## src/rtl/intersection_coordinator.sv

```systemverilog
// Right-of-way sequencer for two single-approach light units (A = main, B = cross).
// Advances only on the shared 1 Hz tick; exactly one approach runs while the other is frozen in RED.
module intersection_coordinator #(
  parameter int unsigned MAX_PHASE = 40,
  parameter int unsigned CNT_W     = 6
) (
  input  logic       clk,
  input  logic       rst_n,
  input  logic       tick,
  input  logic       start,
  input  logic       peak_in,
  input  logic       fb_a,
  input  logic       fb_b,
  input  logic [1:0] state_a,
  input  logic [1:0] state_b,
  output logic       enb_a,
  output logic       enb_b,
  output logic       set_a,
  output logic       set_b,
  output logic [1:0] last_a,
  output logic [1:0] last_b,
  output logic       peak_out,
  output logic       owner,
  output logic       fault,
  output logic [7:0] handoffs
);

  localparam logic [1:0] RED = 2'b00;
  localparam logic [1:0] YEL = 2'b01;
  localparam logic [1:0] UND = 2'b11;

  typedef enum logic [2:0] {
    S_IDLE, S_LOAD, S_RUN_A, S_HAND_AB, S_RUN_B, S_HAND_BA, S_FAULT
  } state_e;

  state_e           state_q, state_d;
  logic             owner_q, owner_d;
  logic [CNT_W-1:0] wd_q, wd_d;
  logic [7:0]       hand_q, hand_d;
  logic             peak_q;

  logic             run_b;
  logic             fb_run, fb_frz;
  logic [1:0]       st_run;
  logic [CNT_W-1:0] wd_inc;
  logic             bad, done;

  always_ff @(posedge clk or negedge rst_n) begin
    if (!rst_n) begin
      state_q <= S_IDLE;
      owner_q <= 1'b0;
      wd_q    <= '0;
      hand_q  <= '0;
      peak_q  <= 1'b0;
    end else if (tick) begin
      state_q <= state_d;
      owner_q <= owner_d;
      wd_q    <= wd_d;
      hand_q  <= hand_d;
      peak_q  <= peak_in;
    end
  end

  always_comb begin
    state_d = state_q;
    owner_d = owner_q;
    wd_d    = wd_q;
    hand_d  = hand_q;

    // Fold RUN_A/RUN_B onto one running/frozen view so the checks are written once.
    run_b  = (state_q == S_RUN_B);
    fb_run = run_b ? fb_b : fb_a;
    st_run = run_b ? state_b : state_a;
    fb_frz = run_b ? fb_a : fb_b;
    wd_inc = wd_q + CNT_W'(1);
    bad    = fb_frz | (fb_run & ((st_run == RED) | (st_run == UND)))
           | (wd_inc == CNT_W'(MAX_PHASE));
    done   = fb_run & (st_run == YEL);

    case (state_q)
      S_IDLE:  if (start) state_d = S_LOAD;
      S_FAULT: if (start) state_d = S_LOAD;
      S_LOAD: begin
        state_d = S_RUN_A;
        owner_d = 1'b0;
        wd_d    = '0;
      end
      S_RUN_A, S_RUN_B: begin
        wd_d = wd_inc;
        if (bad)       state_d = S_FAULT;
        else if (done) state_d = run_b ? S_HAND_BA : S_HAND_AB;
      end
      S_HAND_AB: begin
        state_d = S_RUN_B;
        owner_d = 1'b1;
        wd_d    = '0;
        hand_d  = hand_q + 8'd1;
      end
      S_HAND_BA: begin
        state_d = S_RUN_A;
        owner_d = 1'b0;
        wd_d    = '0;
        hand_d  = hand_q + 8'd1;
      end
      default: state_d = S_IDLE;
    endcase

    enb_a  = 1'b1;
    enb_b  = 1'b1;
    set_a  = 1'b0;
    set_b  = 1'b0;
    last_a = RED;
    last_b = RED;
    case (state_q)
      S_LOAD: begin
        enb_a  = 1'b0;
        enb_b  = 1'b0;
        last_b = YEL;
      end
      S_RUN_A:   set_a = 1'b1;
      S_RUN_B:   set_b = 1'b1;
      S_HAND_AB: enb_b = 1'b0;
      S_HAND_BA: enb_a = 1'b0;
      S_FAULT: begin
        enb_a  = 1'b0;
        enb_b  = 1'b0;
        last_a = YEL;
        last_b = YEL;
      end
      default: ;
    endcase
  end

  assign peak_out = peak_q;
  assign owner    = owner_q;
  assign fault    = (state_q == S_FAULT);
  assign handoffs = hand_q;

endmodule

```

## config.mk

```make
export PLATFORM = sky130hd
export DESIGN_NAME = intersection_coordinator
export DESIGN_NICKNAME = d
export VERILOG_FILES = /design/src/rtl/intersection_coordinator.sv
export SDC_FILE = /design/constraint.sdc
export NUM_CORES = 1
export LEC_CHECK = 0
export CORE_ASPECT_RATIO = 1.1
export CORE_UTILIZATION = 45
export CTS_CLUSTER_DIAMETER = 60
export DETAILED_ROUTE_END_ITERATION = 6
export PLACE_DENSITY = 0.76
export SYNTH_ARGS = -nofsm -noshare
export SYNTH_HDL_FRONTEND = slang
export SYNTH_SLANG_ARGS = --single-unit
```

## constraint.sdc

```tcl
create_clock -name clk -period 2.2 [get_ports clk]
set_input_delay 0.44 -clock clk [delete_from_list [all_inputs] [get_ports clk]]
set_output_delay 0.44 -clock clk [all_outputs]
set_load 0.02 [all_outputs]
```

Yosys cells after proc, flatten, opt, wreduce, memory -nomap -nowiden --
Index checks and enable logic that the tools add are counted.
Word-level totals: word-level logic and storage cells 55, input bits 11, output and inout port bits 19, bits in registers 19
Cells by class: bitwise gates (word level) 5, add/subtract/negate cells 2, reductions and logical operators 16, muxes and demuxes 16, equal/unequal tests 11
Operators by type and width (number):
- $mux W3 | 4
- $pmux W3 S4 | 1
- $pmux W6 S2 | 1
- $reduce_or A2 Y1 | 5
- $eq A3 B3 Y1 const B | 3
- $reduce_or A3 Y1 | 3
- $add A8 B1 Y8 const B | 1
- $mux W1 | 8
- $add A6 B1 Y6 const B | 1
- $eq A3 B2 Y1 const B | 2
- $eq A6 B6 Y1 const B | 1
- $reduce_and A2 Y1 | 3
- $reduce_bool A2 Y1 | 2
- $eq A3 B1 Y1 const B | 1
- $logic_not A3 Y1 | 1
- $ne A3 B3 Y1 const B | 1
- $or A1 B1 Y1 | 3
- $reduce_and A3 Y1 | 1
- $and A1 B1 Y1 | 2
- $eq A2 B1 Y1 const B | 1
- $eq A2 B2 Y1 const B | 1
- $logic_not A2 Y1 | 1
- $mux W2 | 1
- $ne A2 B1 Y1 const B | 1
- $pmux W1 S2 | 1

Depth between registers and ports, before layout --
depth in word-level cells 9, depth in mapped cells 7, mapped depth without buffers 6

Worst setup path before layout --
Ideal clock, no wire load.
path kind reg-to-reg, start point register state_q[1], end point register state_q[2], clock period less this slack 2.274 ns, arrival 2.150 ns, required time 2.076 ns, setup time 0.124 ns, stages on the path, launching flop included 8, path buffers 1, setup slack -0.074 ns, path through dfrtp_1 > buf_6 > nor3b_4 > mux2_2 > ha_1 > nor4_4 > o32ai_2 > o31a_1
On the way: cells in the longest elaborated chain, start to end 9, elaborated cells on any way between the ends 28, classes of those cells eq/ne (10); mux (7); bitwise (5); reduce/logical (6)
Ends and longest elaborated chain:
- start: declaration | RTL line 36 | state_e state_q, state_d;
- start signal: assignment | RTL line 56 | state_q <= state_d;
- $eq A3 B3 Y1 | RTL line 71, 80
- $mux W2 | RTL line 73 | st_run = run_b ? state_b : state_a;
- $eq A2 B2 Y1 / $logic_not A2 Y1 (equally long branches) | RTL line 76 | bad = fb_frz | (fb_run & ((st_run == RED) | (st_run == UND)))
- $or A1 B1 Y1 | RTL line 76
- $and A1 B1 Y1 | RTL line 76
- $or A1 B1 Y1 | RTL line 76
- $or A1 B1 Y1 | RTL line 77 | | (wd_inc == CNT_W'(MAX_PHASE));
- $mux W3 / $ne A3 B3 Y1 (equally long branches)
- $pmux W3 S4 / $reduce_and A3 Y1 (equally long branches)
Parallel ways exist; a longest one is shown, timed or not. The select of a mux whose other input is x is not followed. A chain may end at the register's enable or synchronous reset.

Worst setup path after layout --
start point register state_q[0], end point register state_q[0]
Same word-level chain as after synthesis.

==> implementation parameters <==
Parameter                              Value

Timing
  Worst Hold Margin    around 0.46 ns
  Setup-violating endpoint count in the final report    0
  Final worst-path setup slack    approximately 0.13 ns
  Portion of the clock cycle consumed by the worst path in the final layout    94.10%
  Upper clock frequency limit    just under 500 MHz
  Period minus WS final    slightly above 2 ns
  Clock tree skew after final layout    approximately 0.004 ns
  Setup repair after global routing missed its margin    false
  Final Hold Viols    0
  Final Max Slew Viols    0
  Final-layout setup total negative slack    0 ns

Critical path
  Largest fanout on the critical path    6
  Capture instance of the worst register-to-register path    state_q[0]
  Critical path launch point type    register
  Reg-to-reg slack, setup    around 0.13 ns
  Required time at the worst-slack endpoint    roughly 2.4 ns
  End point of the critical path    state_q[0]
  Crit path DAT    ~2.3 ns
  Reg2Reg Launch Point    state_q[0]
  WS Path Type    register to register
  Worst Reg-to-Reg Cells    6
  Sort of element at the end of the critical path    register
  Critical Path Source    state_q[0]

Floorplanning
  Initial standard-cell utilization of the core    between 40% and 50%
  DIE AREA    3140 um2
  Die span in y    slightly below 60 um
  I/O Pins    30
  Die width    53.52 um
  Placeable core area    2778 um2
  Row Count    20

Clock network
  H-tree levels    1
  Total clock buffers created by CTS    3
  Buffers from clock root to sink, at most    2
  Worst-skew pair later-pin latency    0.30 ns
  CTS tree    done
  Clock-pin slew on the worst setup and hold paths    about 0.11 ns
  Root buffer cell    clkbuf_4
  CTS sink cnt    19
  Post-CTS setup buffer count    0

Run
  Maximum Capacitance Violations    0

Placed design
  Inst Count DP    200
  DP Worst Slack    about 0.047 ns
  Global placement routability congestion    0.8760
  Quantity of I/O buffers inserted on ports    27
  Final HPWL DP    around 2.1 mm

Global route
  Overall global routing resource usage    21.16%
  Antenna violations before repair    0
  Global-route wire length before repair    between 4 and 5 mm
  Vias in the first global route    roughly 1,100
  Largest net degree at the start of global routing    20
  GRT overflow    0

Detailed routing
  Final routed DRC violation total    0
  Antenna-violating nets left    0
  TritonRoute pass-1 iters    4
  Routed wire length    2.886 mm
  Initial drt markers    41
  Total vias in the final route    1,178
  Wirelength per Cell    around 14 um
  Post-DR vias/cell    5.775

Synthesis
  Share of async-settable or async-resettable flops after synthesis    100.0%
  Area of the mapped netlist    roughly 1300 um2
  Most used flip-flop cell after synthesis    dfrtp_1
  Number of storage elements in the synthesis netlist    19
  Syn Area/Cell    between 9 and 10 um2
  Synth unique cells    47
  Part of the Yosys area used for sequential elements    between 30% and 40%
  Post-Syn Instances    143
  Total of warnings raised by yosys    0
  Count of flip-flops with a built-in enable after synthesis    0

Layout
  Number of antenna repair diodes    0
  Syn-to-layout area delta    25.24%
  Share of final-layout standard cells stronger than drive strength 1    between 10% and 20%
  Layout net count    roughly 190
  Post-route insts no fill    about 200
  Commonest non-fill, non-tap cell in the layout    clkdlybuf4s50_1
  Top library cells by usage in the layout, fill and taps aside    clkdlybuf4s50_1, dfrtp_1, nand2_1, a21oi_1, o21ai_0

Pwr
  Power density normalized to cell area    approximately 1200 nW/um2
  Leakage dissipation    0.6809 nW
  Worst vdd ir    around 0.00072 V

Run status
  Outcome    finished, final reports clean

Hold path
  Hold/Removal Path Class    input port to async pin
## per-layer routing
metal | vias to the layer above | GRT usage [%] | wire, um
li1 | 575 | - | -
met1 | 553 | 27.09 | 1264
met2 | 43 | 34.46 | 1397
met3 | 7 | 4.134 | 169
met4 | 0 | 8.647 | 55
met5 | - | 0 | 0
## synthesized netlist by cell type, drive strengths merged, types with 2 or more instances
| master | instances | area, um2 |
|---|---|---|
| nor3 | 6 | 40.04 |
| dfrtp | 19 | 475.5 |
| a21oi | 11 | 55.05 |
| xnor2 | 7 | 68.82 |
| a21boi | 2 | 15.01 |
| a221o | 3 | 30.03 |
| nor2b | 2 | 12.51 |
| or3 | 3 | 18.77 |
| mux2 | 3 | 33.78 |
| or2 | 2 | 15.02 |
| nand3 | 4 | 20.02 |
| and4b | 3 | 30.03 |
| clkbuf | 2 | 7.510 |
| inv | 3 | 11.26 |
| o21ai | 10 | 50.05 |
| buf | 11 | 77.57 |
| ha | 3 | 37.54 |
| nand2b | 2 | 12.51 |
| nor4 | 2 | 27.53 |
| a31oi | 2 | 12.51 |
| nand2 | 14 | 52.55 |
| nor2 | 8 | 32.54 |
| and3 | 2 | 12.51 |
| nand4 | 4 | 25.02 |
## registers in the layout, summed over array words and instances, names as in the netlist
register and flops:
handoffs 8, peak_out 1, wd_q 6, owner 1, state_q 3
## metrics by stage
| stage | util [%] | instance area (um2) | power, mW |
|---|---|---|---|
| global route | 59.23 | 1645 | 2.204 |
| detailed placement | 58.60 | 1628 | 1.907 |
| CTS | 59.23 | 1645 | 2.046 |
| floorplan | - | 1334 | 1.517 |
| global placement | 58.60 | 1628 | 1.873 |
| finish | 59.23 | 1645 | 2.035 |
## kinds of logic (layout without fill, tap and decap cells)
logic type      Yosys count  in the layout  share of synthesized area (%)
compound gates           37             37                          18.67
xor+xnor                  8              8                          5.905
fa+ha+maj                 3              3                          2.857
buf+inv                  16             43                          7.333
flops                    19             19                          36.19
mux                       4              4                          3.333
other cells               1              2                         0.2854
simple gates             55             55                          25.43
## cell type report
type,instances,area (um2)
inverter,3,11.26
timing repair buffer,36,329.1
sequential,19,475.5
clock buffer,4,26.28
fill,268,1132
multi-input combinational,109,762.0
tap,33,41.29
## report_power, final
part / internal, mW / total (mW) / leakage [nW] / switching (mW)
registers: 0.464 / 0.645 / 0.236 / 0.180
clock network: 0.0706 / 0.178 / 0.0150 / 0.107
logic: 0.561 / 1.21 / 0.430 / 0.652
## worst max-delay path, stage by stage (launching register included)
cell and delay, ns:
dfrtp_1 0.47, nor3b_4 0.28, mux2_4 0.34, ha_4 0.25
nor4_4 0.22, o32ai_2 0.13, o31ai_1 0.28
## what timing repair did
| item | CTS | global route |
|---|---|---|
| hold buffers | 0 | 0 |
| setup endpoints to repair | 7 | 0 |
| resized for setup | 7 | 0 |
## worst min path at each step
| stage | to | slack [ns] |
|---|---|---|
| global route | state_q[2] | 0.49 |
| CTS | state_q[0] | 0.46 |
| global placement | handoffs[7] | 0.47 |
| detailed placement | handoffs[7] | 0.47 |
| floorplan | handoffs[0] | 0.14 |
| finish | wd_q[0] | 0.46 |
No activity file was read; power rests on OpenSTA's default activity.
